===== src/rtl/q_update_pkg.sv =====
// Shared definitions for the Q-routing datapath: word sizes, reward-packet layout,
// update-FSM encodings and Q8.8 saturation limits.
package q_update_pkg;

    localparam int WORD_WIDTH = 16;
    localparam int MEM_DEPTH  = 1024;
    localparam int PKT_WIDTH  = 80;

    localparam int NODE_ID_LSB    = 64;
    localparam int CLUSTER_ID_LSB = 48;
    localparam int REWARD_LSB     = 32;
    localparam int ACTION_LSB     = 16;
    localparam int MAXQ_LSB       = 0;

    // Field order matches the bit offsets above, most significant first.
    typedef struct packed {
        logic [15:0] node_id;
        logic [15:0] cluster_id;
        logic [15:0] reward;
        logic [15:0] action;
        logic [15:0] max_q;
    } reward_pkt_t;

    typedef enum logic [2:0] {
        S_IDLE    = 3'd0,
        S_RD_LO   = 3'd1,
        S_RD_HI   = 3'd2,
        S_WAIT_HI = 3'd3,
        S_CALC    = 3'd4,
        S_WR_LO   = 3'd5,
        S_WR_HI   = 3'd6,
        S_DONE    = 3'd7
    } upd_state_e;

    localparam int ALU_WIDTH = 18;
    localparam logic signed [ALU_WIDTH-1:0] Q88_MAX = 18'sd32767;
    localparam logic signed [ALU_WIDTH-1:0] Q88_MIN = -18'sd32768;

    function automatic logic [15:0] sat_q88(input logic signed [ALU_WIDTH-1:0] v);
        if (v > Q88_MAX) begin
            return 16'h7FFF;
        end
        if (v < Q88_MIN) begin
            return 16'h8000;
        end
        return v[15:0];
    endfunction

endpackage


===== src/rtl/q_update_alu.sv =====
// Combinational Q-learning update: Q + ((R + gamma*maxQ - Q) * alpha), saturated to Q8.8.
module q_alu
    import q_update_pkg::*;
#(
    parameter int ALPHA_SHIFT = 2,
    parameter int GAMMA_SHIFT = 1
) (
    input  logic [15:0] q_old,
    input  logic [15:0] reward,
    input  logic [15:0] max_q,
    output logic [15:0] q_upd
);

    logic signed [ALU_WIDTH-1:0] q_ext;
    logic signed [ALU_WIDTH-1:0] r_ext;
    logic signed [ALU_WIDTH-1:0] m_ext;
    logic signed [ALU_WIDTH-1:0] t_val;
    logic signed [ALU_WIDTH-1:0] d_val;
    logic signed [ALU_WIDTH-1:0] s_val;

    // 18 bits hold R + gamma*maxQ - Q without overflow; >>> floors toward -inf.
    always_comb begin
        q_ext = {{2{q_old[15]}}, q_old};
        r_ext = {{2{reward[15]}}, reward};
        m_ext = {{2{max_q[15]}}, max_q};
        t_val = m_ext - (m_ext >>> GAMMA_SHIFT);
        d_val = r_ext + t_val - q_ext;
        s_val = q_ext + (d_val >>> ALPHA_SHIFT);
        q_upd = sat_q88(s_val);
    end

endmodule


===== src/rtl/q_update.sv =====
// Q-table update stage: latches a reward packet, reads Q(action) byte-wise from the
// shared memory, applies the update and writes it back while holding the bus grant.
module q_update #(
    parameter int                    WORD_WIDTH  = q_update_pkg::WORD_WIDTH,
    parameter int                    MEM_DEPTH   = q_update_pkg::MEM_DEPTH,
    parameter logic [WORD_WIDTH-1:0] QTABLE_BASE = 'h100,
    parameter int                    ALPHA_SHIFT = 2,
    parameter int                    GAMMA_SHIFT = 1
) (
    input  logic                               clock,
    input  logic                               reset,
    input  logic [q_update_pkg::PKT_WIDTH-1:0] reward_data,
    input  logic                               done_reward,
    output logic [WORD_WIDTH-1:0]              address,
    output logic                               wr_en,
    output logic [WORD_WIDTH-1:0]              mem_data_in,
    input  logic [WORD_WIDTH-1:0]              mem_data_out,
    output logic                               bus_grant,
    output logic [WORD_WIDTH-1:0]              q_new,
    output logic                               done_update
);

    import q_update_pkg::*;

    upd_state_e            state_q, state_d;
    reward_pkt_t           pkt_q, pkt_d;
    reward_pkt_t           pkt_in;
    logic [WORD_WIDTH-1:0] ea_q, ea_d;
    logic [WORD_WIDTH-1:0] ea_in;
    logic [WORD_WIDTH-1:0] ea_hi;
    logic [WORD_WIDTH-1:0] q_old_q, q_old_d;
    logic [WORD_WIDTH-1:0] address_q, address_d;
    logic [WORD_WIDTH-1:0] wdata_q, wdata_d;
    logic [WORD_WIDTH-1:0] q_new_q, q_new_d;
    logic                  wr_en_q, wr_en_d;
    logic                  grant_q, grant_d;
    logic                  done_q, done_d;
    logic [15:0]           alu_result;
    logic                  unused_rsvd;

    function automatic logic [WORD_WIDTH-1:0] wrap_addr(input logic [31:0] a);
        logic [31:0] m;
        m = a % 32'(MEM_DEPTH);
        return m[WORD_WIDTH-1:0];
    endfunction

    assign pkt_in = reward_pkt_t'(reward_data);
    assign ea_in  = wrap_addr(32'(QTABLE_BASE) + {15'd0, pkt_in.action, 1'b0});
    assign ea_hi  = wrap_addr(32'(ea_q) + 32'd1);

    // Reserved packet fields and the unused upper read byte are carried but never consumed.
    assign unused_rsvd = ^{pkt_q.node_id, pkt_q.cluster_id, mem_data_out[WORD_WIDTH-1:8]};

    q_alu #(
        .ALPHA_SHIFT(ALPHA_SHIFT),
        .GAMMA_SHIFT(GAMMA_SHIFT)
    ) u_alu (
        .q_old (q_old_q),
        .reward(pkt_q.reward),
        .max_q (pkt_q.max_q),
        .q_upd (alu_result)
    );

    always_comb begin
        // NOTE: every _d gets a default first so this block can never infer a latch.
        state_d   = state_q;
        pkt_d     = pkt_q;
        ea_d      = ea_q;
        q_old_d   = q_old_q;
        address_d = address_q;
        wdata_d   = wdata_q;
        q_new_d   = q_new_q;
        grant_d   = grant_q;
        wr_en_d   = 1'b0;
        done_d    = 1'b0;

        case (state_q)
            S_IDLE: begin
                address_d = '0;
                wdata_d   = '0;
                grant_d   = 1'b0;
                if (done_reward) begin
                    pkt_d     = pkt_in;
                    ea_d      = ea_in;
                    address_d = ea_in;
                    grant_d   = 1'b1;
                    state_d   = S_RD_LO;
                end
            end
            S_RD_LO: begin
                address_d = ea_hi;
                state_d   = S_RD_HI;
            end
            // Read data trails the address by one cycle, so each byte lands a state later.
            S_RD_HI: begin
                q_old_d[7:0] = mem_data_out[7:0];
                state_d      = S_WAIT_HI;
            end
            S_WAIT_HI: begin
                q_old_d[15:8] = mem_data_out[7:0];
                state_d       = S_CALC;
            end
            S_CALC: begin
                q_new_d   = alu_result;
                address_d = ea_q;
                wdata_d   = {8'h00, alu_result[7:0]};
                wr_en_d   = 1'b1;
                state_d   = S_WR_LO;
            end
            S_WR_LO: begin
                address_d = ea_hi;
                wdata_d   = {8'h00, q_new_q[15:8]};
                wr_en_d   = 1'b1;
                state_d   = S_WR_HI;
            end
            S_WR_HI: begin
                address_d = '0;
                wdata_d   = '0;
                grant_d   = 1'b0;
                done_d    = 1'b1;
                state_d   = S_DONE;
            end
            S_DONE: begin
                state_d = S_IDLE;
            end
            default: begin
                state_d   = S_IDLE;
                address_d = '0;
                wdata_d   = '0;
                grant_d   = 1'b0;
            end
        endcase
    end

    always_ff @(posedge clock or posedge reset) begin
        if (reset) begin
            state_q   <= S_IDLE;
            pkt_q     <= '0;
            ea_q      <= '0;
            q_old_q   <= '0;
            address_q <= '0;
            wdata_q   <= '0;
            q_new_q   <= '0;
            grant_q   <= 1'b0;
            wr_en_q   <= 1'b0;
            done_q    <= 1'b0;
        end else begin
            // NOTE: non-blocking updates make every flop sample the same pre-edge values.
            state_q   <= state_d;
            pkt_q     <= pkt_d;
            ea_q      <= ea_d;
            q_old_q   <= q_old_d;
            address_q <= address_d;
            wdata_q   <= wdata_d;
            q_new_q   <= q_new_d;
            grant_q   <= grant_d;
            wr_en_q   <= wr_en_d;
            done_q    <= done_d;
        end
    end

    assign address     = address_q;
    assign wr_en       = wr_en_q;
    assign mem_data_in = wdata_q;
    assign bus_grant   = grant_q;
    assign q_new       = q_new_q;
    assign done_update = done_q;

endmodule


===== config.mk =====
export PLATFORM = sky130hd
export DESIGN_NAME = q_update
export DESIGN_NICKNAME = d
export VERILOG_FILES = /design/src/rtl/q_update_pkg.sv /design/src/rtl/q_update_alu.sv /design/src/rtl/q_update.sv
export SDC_FILE = /design/constraint.sdc
export NUM_CORES = 1
export LEC_CHECK = 0
export BUFFER_PORTS_ARGS = -buffer_cell sky130_fd_sc_hd__buf_2
export CORE_AREA = 2 2 118 120
export CTS_CLUSTER_SIZE = 12
export DETAILED_ROUTE_END_ITERATION = 8
export DIE_AREA = 0 0 120 122
export PLACE_DENSITY = 0.82
export SETUP_SLACK_MARGIN = 0.2
export SLEW_MARGIN = 20
export SYNTH_ARGS = -nofsm -noshare
export SYNTH_HDL_FRONTEND = slang
export SYNTH_HIERARCHICAL = 1
export SYNTH_SLANG_ARGS = --single-unit

===== constraint.sdc =====
create_clock -name clock -period 5.3 [get_ports clock]
set_input_delay 1.06 -clock clock [delete_from_list [all_inputs] [get_ports clock]]
set_output_delay 1.06 -clock clock [all_outputs]
set_load 0.05 [all_outputs]

### Yosys cells after proc, flatten, opt, wreduce, memory -nomap -nowiden

Cells that the tools add are included.

* register bits: 112
* latch bits: 0
* RAM bits: 0
* ROM bits: 0
* input bits: 99
* logic and storage cells: 52
* memories kept: 0

* add/subtract/negate cells: 6
* multipliers: 0
* divide/modulo/power cells: 0
* magnitude comparators: 2
* equality and inequality tests: 8
* shift-type cells: 0
* mux-type cells: 16
* bitwise operators: 0
* reduce and logical (&&, ||, !) cells: 8

Operators by type and width (number)
* $mux W16: 4
* $pmux W16 S4: 1
* $pmux W16 S3: 1
* $pmux W3 S8: 1
* $add A16 B17 Y18: 1
* $gt A18 B16 Y1 const B: 1
* $lt A18 B16 Y1 const B: 1
* $sub A18 B16 Y18: 1
* $add A16 B16 Y17: 1
* $sub A16 B15 Y17: 1
* $eq A3 B3 Y1 const B: 4
* $add A10 B1 Y10 const B: 1
* $add A9 B10 Y10 const A: 1
* $mux W10: 1
* $eq A3 B2 Y1 const B: 2
* $mux W1: 6
* $reduce_or A2 Y1: 3
* $reduce_bool A4 Y1: 1
* $eq A3 B1 Y1 const B: 1
* $logic_not A3 Y1: 1
* $mux W3: 1
* $reduce_bool A3 Y1: 1
* $ne A2 B2 Y1 const B: 1
* $pmux W1 S2: 1
* 2 further kinds: 2

### Depth between registers and ports, before layout

Gate-level depths: netlist of the first run.

* word-level depth: 10
* gate-level depth with buffers: 24

### Modules after synthesis

Netlist of the first run, hierarchy kept.

By module, submodules not included
* q_update: instances 1, cells an instance 287, area each 4144.0 um^2, sequential area each 2427.3 um^2
* q_alu: instances 1, cells an instance 298, area each 2381.0 um^2, sequential area each 0.0 um^2

### Least setup slack after synthesis of the first run

OpenSTA, ideal clock, no wires.

* path type: register to register
* from: register q_old_q[7]
* to: register q_new_q[4] (netlist: q_new[4])
* setup time: 0.125 ns
* arrival time: 4.907 ns
* data required time: 5.175 ns
* slack: 0.268 ns
* cell stages (with the launch flop): 20
* buffers on the path: 1
* cells stage by stage: dfrtp_1 fa_1 fa_1 inv_1 ha_1 a21o_1 a221oi_1 a21oi_1 o211ai_1 nor2b_1 xnor2_1 ha_1 a21o_1 a21o_1 a221o_1 o311a_2 nor2_2 buf_6 o21ai_1 mux2_2

* longest elaborated chain between the ends: 7

RTL lines
* from (decl): RTL line q_update.sv:31 `logic [WORD_WIDTH-1:0] q_old_q, q_old_d;`
* from (signal assigned): RTL line q_update.sv:152 `q_old_q <= q_old_d;`
* $sub A18 B16 Y18: RTL line q_update_alu.sv:27 `d_val = r_ext + t_val - q_ext;`
* $add A16 B16 Y17 *: RTL line q_update_alu.sv:28 `s_val = q_ext + (d_val >>> ALPHA_SHIFT);`
* $lt A18 B16 Y1: RTL line q_update_pkg.sv:43 `if (v < Q88_MIN) begin`
* $mux W1 (2 in a row): RTL line q_update_pkg.sv:43
* $mux W16: RTL line q_update_pkg.sv:46 `return v[15:0];`
* $mux W16 *: RTL line q_update_pkg.sv:43
* net alu_result[4]: RTL line q_update.sv:38 `logic [15:0] alu_result;`
* to (signal assigned): RTL line q_update.sv:155 `q_new_q <= q_new_d;`
* to (decl): RTL line q_update.sv:34 `logic [WORD_WIDTH-1:0] q_new_q, q_new_d;`

The timed path passes the listed nets; every way through them passes the cells marked *. The select of a mux whose other input is x is not followed.
A chain may end at the register's enable or synchronous reset.

### Final worst setup path of the first run

* from: register pkt_q[38] in the netlist's numbering
* to: register wdata_q[5] (netlist: mem_data_in[5])

* longest elaborated chain between the ends: 9

RTL lines
* from (decl): RTL line q_update.sv:26 `reward_pkt_t pkt_q, pkt_d;`
* from (signal assigned): RTL line q_update.sv:150 `pkt_q <= pkt_d;`
* $add A16 B17 Y18 *: RTL line q_update_alu.sv:27
* $sub A18 B16 Y18 *: RTL line q_update_alu.sv:27
* $add A16 B16 Y17 *: RTL line q_update_alu.sv:28
* $lt A18 B16 Y1: RTL line q_update_pkg.sv:43
* $mux W1 (2 in a row): RTL line q_update_pkg.sv:43
* $mux W16: RTL line q_update_pkg.sv:46
* $mux W16 *: RTL line q_update_pkg.sv:43
* net alu_result[5]: RTL line q_update.sv:38
* $pmux W16 S3 *: RTL line q_update.sv:77 `case (state_q)`
* to (signal assigned): RTL line q_update.sv:154 `wdata_q <= wdata_d;`
* to (decl): RTL line q_update.sv:33 `logic [WORD_WIDTH-1:0] wdata_q, wdata_d;`

Marked as above.

==> run_results.csv, run 1 <==
group,metric,value,unit
detailed_routing,wl_per_cell,15.19,um
die,fp-row-count,43,
die,die-area,14640,um^2
critical_path,cp_max_fo,8,
synthesis,synth-main-ff-cell,"dfrtp_1",
run_status,status,"completed",
place,dp_slack,-0.1107,ns
synthesis,synth_common_cells,"97 x dfrtp_1, 81 x inv_1, 35 x ha_1, 35 x mux2_2, 32 x fa_1",
die,die_h,122,um
timing,setup_ws,0.1524,ns
global_route,grt_max_degree,56,
synthesis,netlist_area,6525,um^2
critical_path,slowest_delay,0.54,ns
critical_path,crit_path_end_kind,"register",
die,die_w,120,um
die,ioPinCount,150,
place,place.gp.congestion,0.8193,
finish,drive_gt1_frac,0.3800,
clock_tree,cts_tree,"built",
die,initial_core_util,0.4832,
global_route,grt_pass1_vias,4753,
synthesis,synth_edf_count,0,
clock_tree,cts_max_level,3,
synthesis,ys_seq_area_frac,0.3720,
job,maxCapViolations,0,
clock_tree,cts_root_buf,"clkbuf_16",
timing,rsz0062_at_grt,"true",
detailed_routing,ant_nets,0,
global_route,antenna_found_initial,0,
critical_path,critPathArrivalTime,5.36,ns
place,io_buffer_count,88,
critical_path,worstReg2RegStart,"pkt_q[38]",
timing,max_slew_margin,0.3742,
clock_tree,clock-sinks,97,
critical_path,startpoint_type,"register",
finish,fin_cells,909,
detailed_routing,vias,4661,
finish,area_growth,22.30,%
critical_path,crit_top_cell,"a21oi_4",
critical_path,required,5.51,ns
timing,layout_min_cycle_time,5.148,ns
place,placed_cells,886,
detailed_routing,drt-initial-drc-count,249,
synthesis,netlist.area_leader.share,0.3720,
clock_tree,cts_buffers,9,
clock_tree,clk_pin_slew,0.07,ns
clock_tree,insertion_delay,0.35,ns
timing,hold_violations,0,
finish,fill_cells,1120,
detailed_routing,vias_per_cell,5.128,
place,hpwl,10.33,mm
finish,antenna_cells,0,
timing,post-route-period-util,0.9713,
finish,nets,890,
synthesis,synthTopCellsByArea,"dfrtp_1 37%, fa_1 9.8%, mux2_4 6.9%, ha_1 6.7%, mux2_2 6.0%",
synthesis,syn_area_per_cell,11.15,um^2
global_route,grt_pass1_wl,22.89,mm
worst_hold_path,hold_class,"reg -> reg",
timing,fin_skew,0.004582,ns
detailed_routing,drcViolationCount,0,
timing,setup_violations,0,
synthesis,yosysMostFrequentCell,"dfrtp_1",
critical_path,cp_slowest_cell,"fa_1",
timing,fmax,194.3,MHz
clock_tree,clk_path_buf_depth,2,
worst_hold_path,min-delay-start,"ea_q[3]",
global_route,grt-ovfl-total,0,
critical_path,r2r_setup_slack,0.15,ns
synthesis,yosysWarnings,6,
finish,final_cell_area,7980,um^2
place,place_area,7380,um^2
synthesis,postSynth.asyncResetShare,1.000,
synthesis,synth_top_cell_by_area,"dfrtp_1",
synthesis,ys_ff_latch,97,
critical_path,crit_type,"reg -> reg",
die,coreArea,13500,um^2
detailed_routing,first_pass_iters,4,
timing,worst-slew-pin-transition,0.9377,ns
critical_path,path_cells,"inv_1 -> fa_1 -> fa_1 -> inv_2 -> ha_4 -> and3_4 -> a221oi_2 -> buf_4 -> a21oi_4 -> o211ai_1 -> buf_4 -> a21oi_4 -> xor2_1 -> ha_1 -> and4_1 -> a221o_1 -> o311a_4 -> nor2_4 -> buf_6 -> a21oi_4 -> mux2i_1 -> o22ai_1",
synthesis,yosysUniqueCellTypes,59,
global_route,grt_usage,0.1988,
detailed_routing,wl,13.81,mm
timing,slew_viol_final,0,
synthesis,syn_inst,585,
timing,fin_hold_ws,0.4956,ns
critical_path,critPathLaunch,"pkt_q[38]",
## metal layers
metal / up-vias / global-route usage / routed length [um]
met2: 106 / 0.3445 / 6899
li1: 2245 / - / -
met3: 19 / 0.04682 / 711
met4: 0 / 0.05294 / 205
met5: - / 0 / 0
met1: 2291 / 0.2505 / 5993
## cell type report
| cell class | count | area (um^2) | area share |
|---|---|---|---|
| sequential | 97 | 2429 | 0.3043 |
| multi-input combinational | 389 | 3832 | 0.4802 |
| tap | 180 | 225.2 | 0.02822 |
| clock buffer | 13 | 270.3 | 0.03387 |
| inverter | 81 | 306.5 | 0.03841 |
| timing repair buffer | 146 | 894.6 | 0.1121 |
| clock inverter | 3 | 22.52 | 0.002822 |
## metrics by stage
| stage | setup TNS (ns) | utilization |
|---|---|---|
| 2_1_floorplan | 0 | - |
| 3_3_place_gp | -0.5877 | 0.5465 |
| 3_5_place_dp | -1.166 | 0.5465 |
| 4_1_cts | 0 | 0.5819 |
| 5_1_grt | -0.1244 | 0.5909 |
| 6_report | 0 | 0.5909 |
## cells by family after synthesis
kind of cell	share of synthesized area
buf+inv	0.08418
compound gates	0.1091
flops	0.3720
simple gates	0.07804
mux	0.1567
fa+ha+maj	0.1699
xor+xnor	0.02953
other cells	0.0005747
## cell usage in the layout (no fill, tap or decap), types with 5 or more instances in the layout
cell type,netlist,routed
nand2b_1,14,14
nand2_1,23,23
nand3_1,5,5
a21o_1,8,8
buf_2,3,88
xnor2_1,12,12
buf_6,9,5
dfrtp_1,97,96
o22ai_1,9,9
a21oi_1,30,21
xor2_1,10,10
conb_1,1,14
o221a_2,8,8
ha_1,35,28
mux2_1,6,6
mux2_4,30,38
fa_1,32,32
buf_4,15,53
nor3_1,8,8
mux2i_1,11,11
mux2_2,35,27
a21oi_2,4,9
inv_1,81,78
o21ai_0,11,9
ha_4,0,6
o21ai_1,6,7
clkbuf_16,0,9
o21a_1,6,6
nor2_1,23,22
## worst max-delay path, delay by kind of cell, from the launching register on
family	cells	cell delay, ns
flip-flops	1	0.35
buffers and inverters	5	0.64
AND/OR/NAND/NOR	3	0.60
AO/OA/AOI/OAI	8	1.49
multiplexers	1	0.18
XOR/XNOR	1	0.17
adder cells (fa/ha/maj)	4	1.56
## state kept, by name, indices dropped and copies added, names as in the netlist
name / cells
pkt_q: 32
q_new: 16
q_old_q: 16
address: 10
ea_q: 9
mem_data_in: 8
state_q: 3
bus_grant: 1
done_update: 1
wr_en: 1
## final timing paths
check,end,cells after the start
max,mem_data_in[5],22
min reg2reg,ea_q[3],1
max reg2reg,mem_data_in[5],22
min,ea_q[3],1
max in group asynchronous,q_old_q[8],3
min in group asynchronous,address[1],2
## repair_timing
action | CTS | global route
setup buffers | 6 | 1
endpoints found under the setup margin | 23 | 23
hold endpoints to repair | 0 | 0
hold buffers | 0 | 0
resized for setup | 25 | 27
pin swaps | 27 | 14
Power of run 1 is not shown: default switching activity piles up to over one toggle a cycle in this logic, so the estimate is an artifact.
==> run 2: changes to the inputs <==
--- a/config.mk
+++ b/config.mk
@@ -6,14 +6,13 @@
 export NUM_CORES = 1
 export LEC_CHECK = 0
 export BUFFER_PORTS_ARGS = -buffer_cell sky130_fd_sc_hd__buf_2
-export CORE_AREA = 2 2 118 120
+export CORE_AREA = 2 2 115 117
 export CTS_CLUSTER_SIZE = 12
 export DETAILED_ROUTE_END_ITERATION = 8
-export DIE_AREA = 0 0 120 122
+export DIE_AREA = 0 0 117 119
 export PLACE_DENSITY = 0.82
 export SETUP_SLACK_MARGIN = 0.2
 export SLEW_MARGIN = 20
 export SYNTH_ARGS = -nofsm -noshare
 export SYNTH_HDL_FRONTEND = slang
-export SYNTH_HIERARCHICAL = 1
 export SYNTH_SLANG_ARGS = --single-unit
==> run 2 against run 1 <==
  * The flow now finishes with violations (setup timing)
  * Via count grew 4.0%
  * Clock-buffer cell count shrank 4
  * Register-to-register slack lost 0.16 ns
  * Worst hold slack lost 0.018 ns
  * Synthesized cell count grew 4.6%
  * Utilization grew 0.11 points
  * Design area shrank 4.5%
  * Worst setup slack lost 0.16 ns
  * Non-clock buffer count shrank 8
  * Sequential cell count is the same
  * Maximum frequency shrank 3.0%
  * Sequential share of layout area grew 1.4 points
  * Critical path type unchanged
==> run_results.csv, run 2 <==
group,metric,value,unit
run_status,status,"complete, but fails checks",
run_status,violations,"setup timing",
timing,worst-slew-pin-transition,0.9057,ns
synthesis,synth_edf_count,0,
synthesis,ys_seq_area_frac,0.3971,
global_route,grt-ovfl-total,0,
detailed_routing,drcViolationCount,0,
timing,setup_violations,3,
die,ioPinCount,150,
detailed_routing,wl,14.12,mm
clock_tree,cts_root_buf,"clkbuf_16",
detailed_routing,drt-initial-drc-count,218,
global_route,grt_max_degree,64,
timing,rsz0062_at_grt,"true",
critical_path,required,5.58,ns
synthesis,synth_xor_area_frac,0.03868,
die,coreArea,12870,um^2
clock_tree,cts_tree,"built",
worst_hold_path,hold_class,"reg -> reg",
critical_path,worst-path-buf-inv,5,
detailed_routing,vias,4849,
finish,largest_reg_flops,32,
die,die_w,117,um
timing,fmax,188.4,MHz
die,initial_core_util,0.4748,
place,place_area,6879,um^2
timing,hold_violations,0,
detailed_routing,first_pass_iters,5,
finish,fill_cells,1021,
timing,max_slew_margin,0.3947,
finish,regMostFlops,"pkt_q",
clock_tree,ctsHoldBuffers,0,
critical_path,startpoint_type,"register",
die,die-area,13920,um^2
critical_path,cp_slowest_cell,"fa_1",
die,die_h,119,um
clock_tree,clock-sinks,97,
synthesis,synth_top_family_by_area,"adder cells",
finish,area_growth,24.68,%
synthesis,yosysWarnings,0,
place,place.gp.congestion,0.8160,
place,hpwl,9.916,mm
critical_path,slowest_delay,0.53,ns
clock_tree,cts_max_level,3,
global_route,antenna_found_initial,1,
timing,setup_ws,-0.006505,ns
finish,antenna_cells,0,
job,maxCapViolations,0,
synthesis,synth_top_cell_by_area,"dfrtp_1",
global_route,grt_pass1_wl,23.26,mm
global_route,grt_pass1_vias,4965,
synthesis,synth-adder-area-share,0.1801,
critical_path,crit_top_cell,"a21o_1",
synthesis,syn_area_per_cell,9.989,um^2
synthesis,synth_mux_area_frac,0.05526,
timing,fin_skew,0.008862,ns
critical_path,crit_type,"reg -> reg",
synthesis,synthTopCellsByArea,"dfrtp_1 40%, fa_1 10%, ha_1 7.4%, mux2_2 5.5%, inv_1 4.1%",
critical_path,cpLargestDelayFamily,"compound AO/OA/AOI/OAI gates",
synthesis,yosysUniqueCellTypes,54,
synthesis,synth_common_cells,"97 x dfrtp_1, 66 x inv_1, 62 x nand2_1",
die,fp-row-count,42,
clock_tree,insertion_delay,0.35,ns
global_route,grt_usage,0.2115,
detailed_routing,ant_nets,0,
synthesis,netlist_area,6113,um^2
critical_path,crit_path_end_kind,"register",
synthesis,synth_simple_gate_area_share,0.09865,
finish,mostFrequentLayoutCells,"97 x dfrtp_1, 88 x buf_2, 58 x nand2_1",
synthesis,netlist.area_leader.share,0.3971,
critical_path,cp_max_fo,4,
timing,layout_min_cycle_time,5.307,ns
finish,final_cell_area,7622,um^2
clock_tree,cts_buffers,9,
clock_tree,clk_path_buf_depth,2,
critical_path,critPathArrivalTime,5.58,ns
synthesis,synth-main-ff-cell,"dfrtp_1",
finish,drive_gt1_frac,0.3342,
finish,nets,910,
synthesis,yosysMostFrequentCell,"dfrtp_1",
critical_path,path_cells,"inv_1 -> fa_1 -> inv_1 -> fa_1 -> ha_1 -> nand4_1 -> a21oi_4 -> o2111ai_4 -> a311oi_2 -> a21o_1 -> xor2_1 -> ha_1 -> a21o_1 -> a21o_1 -> a221oi_2 -> o31a_4 -> buf_6 -> a311oi_4 -> buf_4 -> buf_6 -> o32a_4 -> o21ai_1",
synthesis,syn_inst,612,
finish,layout_commonest_cell,"dfrtp_1",
clock_tree,clk_pin_slew,0.07,ns
synthesis,ys_ff_latch,97,
detailed_routing,vias_per_cell,5.248,
place,io_buffer_count,88,
detailed_routing,wl_per_cell,15.28,um
synthesis,postSynth.asyncResetShare,1.000,
timing,post-route-period-util,1.001,
timing,slew_viol_final,0,
synthesis,synth_compound_gate_area_share,0.1613,
## run 2: repair_timing
item,CTS,global route
endpoints found under the setup margin,23,23
resized for setup,47,16
gates cloned,1,0
hold endpoints to repair,0,0
pin swaps,26,41
buffers inserted,17,7
## run 2: worst paths after layout
check	startpoint	end	slack (ns)	cells past startpoint
hold / removal	q_new[7]	q_new[7]	0.48	1
setup / recovery	pkt_q[7]	q_new[2]	-0.007	22
min in group asynchronous	reset	pkt_q[15]	0.85	2
max in group asynchronous	reset	pkt_q[35]	3.51	3
setup reg to reg	pkt_q[7]	q_new[2]	-0.007	22
hold reg to reg	q_new[7]	q_new[7]	0.48	1
## run 2: stage by stage
step                      utilization    TNS, ns  hold slack [ns]  instances  setup slack (ns)
after global placement         0.5343          0           0.4655        883           0.01885
after floorplan                     -          0           0.4811        625            0.2020
final                          0.5920  -0.009544           0.4778        924         -0.006505
after CTS                      0.5826          0           0.4851        917           0.09334
after global routing           0.5920     -4.938           0.5071        924           -0.2948
after detailed placement       0.5343    -0.1589           0.4695        883          -0.06861
## run 2: cells by family (layout without fill, tap and decap cells)
family                   after synthesis  count (layout)
AO/OA/AOI/OAI                        149             149
AND/OR/NAND/NOR                      142             142
flip-flops                            97              97
buffers and inverters                 97             220
adder cells (fa/ha/maj)               69              69
multiplexers                          30              30
XOR/XNOR                              27              27
other                                  1              14
## run 2: metal layers
layer | share of wire | GRT usage | vias up
met2 | 0.53 | 0.3696 | 112
met4 | 0.024 | 0.07353 | 2
met1 | 0.40 | 0.2531 | 2403
met3 | 0.043 | 0.04885 | 26
li1 | - | - | 2306
met5 | 0.00092 | 0 | -
## run 2: layout make-up
| cell class | instances | area [um^2] | share of cell area |
|---|---|---|---|
| Clock inverter | 7 | 85.08 | 0.01116 |
| Timing Repair Buffer | 138 | 838.3 | 0.1100 |
| Multi-Input combinational cell | 431 | 3576 | 0.4691 |
| Clock buffer | 9 | 225.2 | 0.02955 |
| Inverter | 66 | 250.2 | 0.03283 |
| Sequential cell | 97 | 2427 | 0.3185 |
| Tap cell | 176 | 220.2 | 0.02889 |
## run 2: worst register-to-register path, stage by stage (launching register included)
cell and delay, ns:
dfrtp_1 0.39, inv_1 0.09, fa_1 0.53, inv_1 0.05, fa_1 0.45, ha_1 0.35
nand4_1 0.15, a21oi_4 0.18, o2111ai_4 0.16, a311oi_2 0.38, a21o_1 0.20, xor2_1 0.16
ha_1 0.27, a21o_1 0.17, a21o_1 0.17, a221oi_2 0.39, o31a_4 0.24, buf_6 0.12
a311oi_4 0.05, buf_4 0.17, buf_6 0.11, o32a_4 0.34, o21ai_1 0.12
Power of run 2 is left out for the same reason.
